### config.mk
export PLATFORM = sky130hd
export DESIGN_NAME = fetch_queue
export DESIGN_NICKNAME = d
export VERILOG_FILES = /design/src/rtl/fetch_queue.sv
export SDC_FILE = /design/constraint.sdc
export NUM_CORES = 1
export LEC_CHECK = 0
export CELL_PAD_IN_SITES_DETAIL_PLACEMENT = 0
export CELL_PAD_IN_SITES_GLOBAL_PLACEMENT = 1
export CORE_MARGIN = 2
export CORE_UTILIZATION = 43
export CTS_CLUSTER_SIZE = 40
export DETAILED_ROUTE_END_ITERATION = 7
export PLACE_DENSITY = 0.77
export SLEW_MARGIN = 20
export SYNTH_ARGS = -nofsm -noshare
export SYNTH_HDL_FRONTEND = slang
export SYNTH_SLANG_ARGS = --single-unit
### constraint.sdc
create_clock -name clk -period 4.2 [get_ports clk]
set_clock_uncertainty 0.15 [all_clocks]
set_input_delay 0.84 -clock clk [delete_from_list [all_inputs] [get_ports clk]]
set_output_delay 0.84 -clock clk [all_outputs]
set_load 0.02 [all_outputs]
### src/rtl/fetch_queue.sv
// fetch_queue: line fetch from the instruction cache into a halfword circular buffer.
// Optional statistics counters are built when FETCHQ_STATS_EN is defined.
module fetch_queue #(
    parameter int          DEPTH    = 8,
    parameter logic [31:0] RESET_PC = 32'h0
) (
    input  logic        clk,
    input  logic        rst,
    input  logic [63:0] cache_data,
    input  logic        cache_wt,
    output logic [31:0] fetch_addr,
    output logic [15:0] instr,
    output logic [31:0] instr_pc,
    output logic        instr_valid,
    input  logic        instr_ready,
    input  logic        redirect,
    input  logic [31:0] redirect_pc,
    output logic [31:0] miss_count,
    output logic [31:0] stall_cycles
);

    localparam int          AW  = $clog2(DEPTH);
    localparam logic [AW:0] LIM = (AW+1)'(DEPTH - 4);

    typedef enum logic [1:0] {
        S_STREAM,
        S_STALL,
        S_FULL
    } state_t;

    state_t          r_state;
    state_t          w_state_nx;
    logic [31:0]     r_fetch_pc;
    logic [15:0]     r_mem_instr [DEPTH];
    logic [31:0]     r_mem_pc    [DEPTH];
    logic [AW-1:0]   r_head;
    logic [AW-1:0]   r_tail;
    logic [AW:0]     r_count;
    logic [1:0]      w_off;
    logic [2:0]      w_nenq;
    logic            w_accept;
    logic            w_pop;

    always_comb begin
        w_state_nx = S_STREAM;
        if (cache_wt) begin
            w_state_nx = S_STALL;
        end else if (r_count > LIM) begin
            w_state_nx = S_FULL;
        end
    end

    assign w_off       = r_fetch_pc[1:0];
    assign w_nenq      = 3'd4 - {1'b0, w_off};
    assign w_accept    = ~redirect & (w_state_nx == S_STREAM);
    assign instr_valid = (r_count != '0);
    assign w_pop       = instr_valid & instr_ready;

    assign fetch_addr  = {r_fetch_pc[31:2], 2'b00};
    assign instr       = instr_valid ? r_mem_instr[r_head] : 16'h0;
    assign instr_pc    = instr_valid ? r_mem_pc[r_head] : 32'h0;

    always_ff @(posedge clk or negedge rst) begin
        if (!rst) begin
            r_state    <= S_STALL;
            r_fetch_pc <= RESET_PC;
            r_head     <= '0;
            r_tail     <= '0;
            r_count    <= '0;
        end else begin
            r_state <= w_state_nx;
            if (redirect) begin
                r_fetch_pc <= redirect_pc;
                r_head     <= '0;
                r_tail     <= '0;
                r_count    <= '0;
            end else begin
                if (w_accept) begin
                    r_fetch_pc <= {r_fetch_pc[31:2] + 30'd1, 2'b00};
                    r_tail     <= r_tail + AW'(w_nenq);
                end
                if (w_pop) begin
                    r_head <= r_head + AW'(1);
                end
                r_count <= r_count
                         + (w_accept ? (AW+1)'(w_nenq) : '0)
                         - (w_pop ? (AW+1)'(1) : '0);
            end
        end
    end

    // Halfwords below the entry offset belong to the previous path.
    always_ff @(posedge clk) begin
        for (int k = 0; k < 4; k++) begin
            if (w_accept && (2'(k) >= w_off)) begin
                r_mem_instr[r_tail + AW'(k) - AW'(w_off)] <= cache_data[16*k +: 16];
                r_mem_pc[r_tail + AW'(k) - AW'(w_off)]    <= {r_fetch_pc[31:2], 2'(k)};
            end
        end
    end

`ifdef FETCHQ_STATS_EN
    logic [31:0] r_miss;
    logic [31:0] r_stall;

    always_ff @(posedge clk or negedge rst) begin
        if (!rst) begin
            r_miss  <= '0;
            r_stall <= '0;
        end else begin
            if (cache_wt) begin
                r_stall <= r_stall + 32'd1;
            end
            if (cache_wt && (r_state != S_STALL)) begin
                r_miss <= r_miss + 32'd1;
            end
        end
    end

    assign miss_count   = r_miss;
    assign stall_cycles = r_stall;
`else
    logic w_unused_state;
    assign w_unused_state = (r_state == S_STALL);
    assign miss_count     = 32'h0;
    assign stall_cycles   = 32'h0;
`endif

endmodule
==> run summary <==
outcome: finished clean
GP Congestion: 0.9652
CP peak stage delay: 0.57 ns
register area: 0.01243 sq mm
vias per cell: 5.942
Area growth, synth to finish: 17.29%
Clk pwr share: 24.4%
r2r endpoint: r_mem_instr[1][10]
die height: 233.8 um
Sw Pwr: 0.005660 W
Reg-to-Reg Start: r_fetch_pc[1]
Slew HR: 36.26%
layout cell share with drive strength beyond 1: 16.08%
GRT overflow: 0
drt total wl: 67650 um
Total GRT Usage: 24.73%
pwr/cell area: 601.6 mW/mm^2
number of fillers in the final layout: 4452
switching share of total power: 35.34%
CTS tree: done
RSZ-0062 raised after global routing: false
worst endpoint required time: 3.21 ns
worst ir drop on vdd: 0.3150 mV
post_cts resized: 0
H-tree Lvls: 2
CTS Buffer Depth: 3
Worst-Skew Late Latency: 0.59 ns
antenna cells: 0
Ports: 246
total clock sinks: 426
vias: 15.43k
ys async rst share: 9.859%
multi-input logic area: 0.009012 sq mm
largest area contributor in the netlist: edfxtp_1
Avg Synthesized Cell Area: 13.17 sq um
crit path max fanout: 8
Initial Util: 43.37%
Num CTS Buffers: 46
Post-synth EDFFs: 368
Worst-Margin Slew: 0.9562 ns
critical path's slowest cell: mux4_2
Power, Total: 0.01602 W
post-route ant nets: 0
crit path time final: 3.894 ns
drt pass-1 iters: 5
Fin. Hold Viols: 0
1st-iter DRT viols: 1772
Final TNS setup: 0 ns
crit path launch: r_head[0]
r2r worst-path depth: 9
row count: 84
Fmax: 256.8 MHz
Critical Path AT: 2.90 ns
Cell Area, Placed: 0.02512 sq mm
Pleak: 9.481 nW
post-placement cell count: 2507
Post-CTS Hold Fix Bufs: 0
crit end category: output port
Die X: 233.8 um
CP cell instances: buf_4 > mux4_2 > mux2i_1 > buf_4 > nor2_1 > clkdlybuf4s50_1
Yosys cell types: 76
Worst Setup EP: instr[0]
fin area: 0.02662 sq mm
Max Slew Vio Count: 0
WS Path Type: reg -> out
max cap viols: 0
Final setup viols: 0
Routed WL per cell: 26.05 um
Setup crit start kind: flip-flop
vias in the first global route: 15.40k
Critical Path Most Common Cell: buf_4
root buffer cell: clkbuf_16
DRC: 0
synth warn: 0
combinational fraction of design power: 38.8%
final std cells w/o fill: 2597
Pint: 0.01036 W
crit share post-route: 92.72%
flops & latches, synth: 426
sequential share of power: 36.8%
Port Buffers: 179
Synth top area share: 48.68%
largest cells by area after synthesis: edfxtp_1, mux4_2, mux2i_1
Synth Instances: 1724
first-pass GRT wire length: 99440 um
Clock transition at path regs: 0.06 ns
initial antenna violation count: 2
Final Util: 50.87%
Post-Syn Area: 0.02270 sq mm
largest net degree at the start of global routing: 82
die area: 0.05464 sq mm
post-layout net count: 1995
HP Class: in -> async
Synth Flop Type: edfxtp_1
post-synthesis sequential area ratio: 54.72%
flop2flop setup slack: 0.35 ns
dpl hpwl: 43700 um
Core Box Area: 0.05234 sq mm
==> what timing repair did <==
action,4_1_cts,5_1_grt
setup buffers,0,5
endpoints found under the setup margin,0,5
hold endpoints to repair,0,0
==> synthesized netlist by cell type (16+ instances only) <==
master,number
a21oi_1,29
a221oi_1,29
a22oi_1,67
a32oi_1,17
buf_2,32
buf_4,107
clkbuf_1,73
dfrtp_1,42
dfxtp_1,16
edfxtp_1,368
ha_1,19
inv_1,33
mux2i_1,210
mux4_2,96
nand2_1,130
nand3_1,23
nor2_1,134
nor3_1,24
o21ai_0,47
o22ai_1,18
xnor2_1,24
==> cell type report <==
cell class / count / share of cell area, %
flip-flops and latches: 426 / 46.70
multi-input cells: 1088 / 33.85
repair buffers: 277 / 10.33
clock buffers: 62 / 4.704
well taps: 688 / 3.233
clock inverters: 23 / 0.7144
inverters: 33 / 0.4653
==> worst min-delay path by stage <==
stage / endpoint / slack [ns] / cells after the start
floorplan: r_mem_pc[5][1] / 0.27 / 1
global placement: r_mem_pc[4][0] / 0.29 / 1
detailed placement: r_mem_pc[5][1] / 0.30 / 1
CTS: r_fetch_pc[15] / 0.20 / 1
global route: r_fetch_pc[15] / 0.23 / 1
finish: r_fetch_pc[15] / 0.20 / 1
==> kinds of logic (layout without fill, tap and decap cells) <==
logic type,Yosys count,count (layout),synth area share [%]
compound gates,255,255,7.877
xor+xnor,36,36,1.648
fa+ha+maj,22,22,1.312
buf+inv,275,395,6.896
flops,426,426,54.72
mux,311,311,19.03
other cells,1,66,0.01652
simple gates,398,398,8.494
==> sequential cells by signal (all words and copies together), names as in the netlist <==
| register | cells |
|---|---|
| r_count | 4 |
| r_head | 3 |
| r_fetch_pc | 32 |
| r_tail | 3 |
| r_mem_instr | 128 |
| r_mem_pc | 256 |
==> power by group through the flow <==
stage / registers [W] / logic (W) / clock network (W)
after floorplan: 0.00583 / 0.00384 / 0
after global placement: 0.00598 / 0.00602 / 0
after detailed placement: 0.00602 / 0.00609 / 0
after CTS: 0.00594 / 0.00611 / 0.00396
after global routing: 0.00595 / 0.00661 / 0.00413
final: 0.00589 / 0.00621 / 0.00391
==> placed cells by master (no fill, tap or decap), types with 19 or more instances in the layout <==
cell type	Yosys	layout
clkdlybuf4s50_1	0	177
a221oi_1	29	29
nand3_1	23	19
inv_1	33	33
buf_4	107	80
nand2_1	130	128
conb_1	1	66
nor2_1	134	133
mux4_2	96	96
a21oi_1	29	29
dfrtp_1	42	39
edfxtp_1	368	368
o21ai_0	47	47
mux2i_1	210	210
nor3_1	24	21
ha_1	19	19
clkbuf_16	0	47
xnor2_1	24	24
a22oi_1	67	67
==> critical path: cells and delay by family (launching register included) <==
| family | cells | cell delay (ns) |
|---|---|---|
| simple gates | 1 | 0.05 |
| buf+inv | 3 | 0.99 |
| flops | 1 | 0.46 |
| mux | 2 | 0.82 |
==> stage by stage <==
| step | setup slack [ns] | hold WS [ns] |
|---|---|---|
| 6_report | 0.3058 | 0.2032 |
| 5_1_grt | 0.1497 | 0.2300 |
| 4_1_cts | 0.06335 | 0.1964 |
| 3_5_place_dp | 0.4605 | 0.3009 |
| 3_3_place_gp | 0.4652 | 0.2913 |
| 2_1_floorplan | 0.03504 | 0.2706 |
==> metal layers <==
layer	vias to the layer above	routed length, um	global-route usage (%)
li1	6707	-	-
met1	7786	28200	33.56
met2	770	31640	39.35
met3	164	5345	5.071
met4	4	2437	9.296
met5	-	27	0
(Power assumes the default switching activity.)
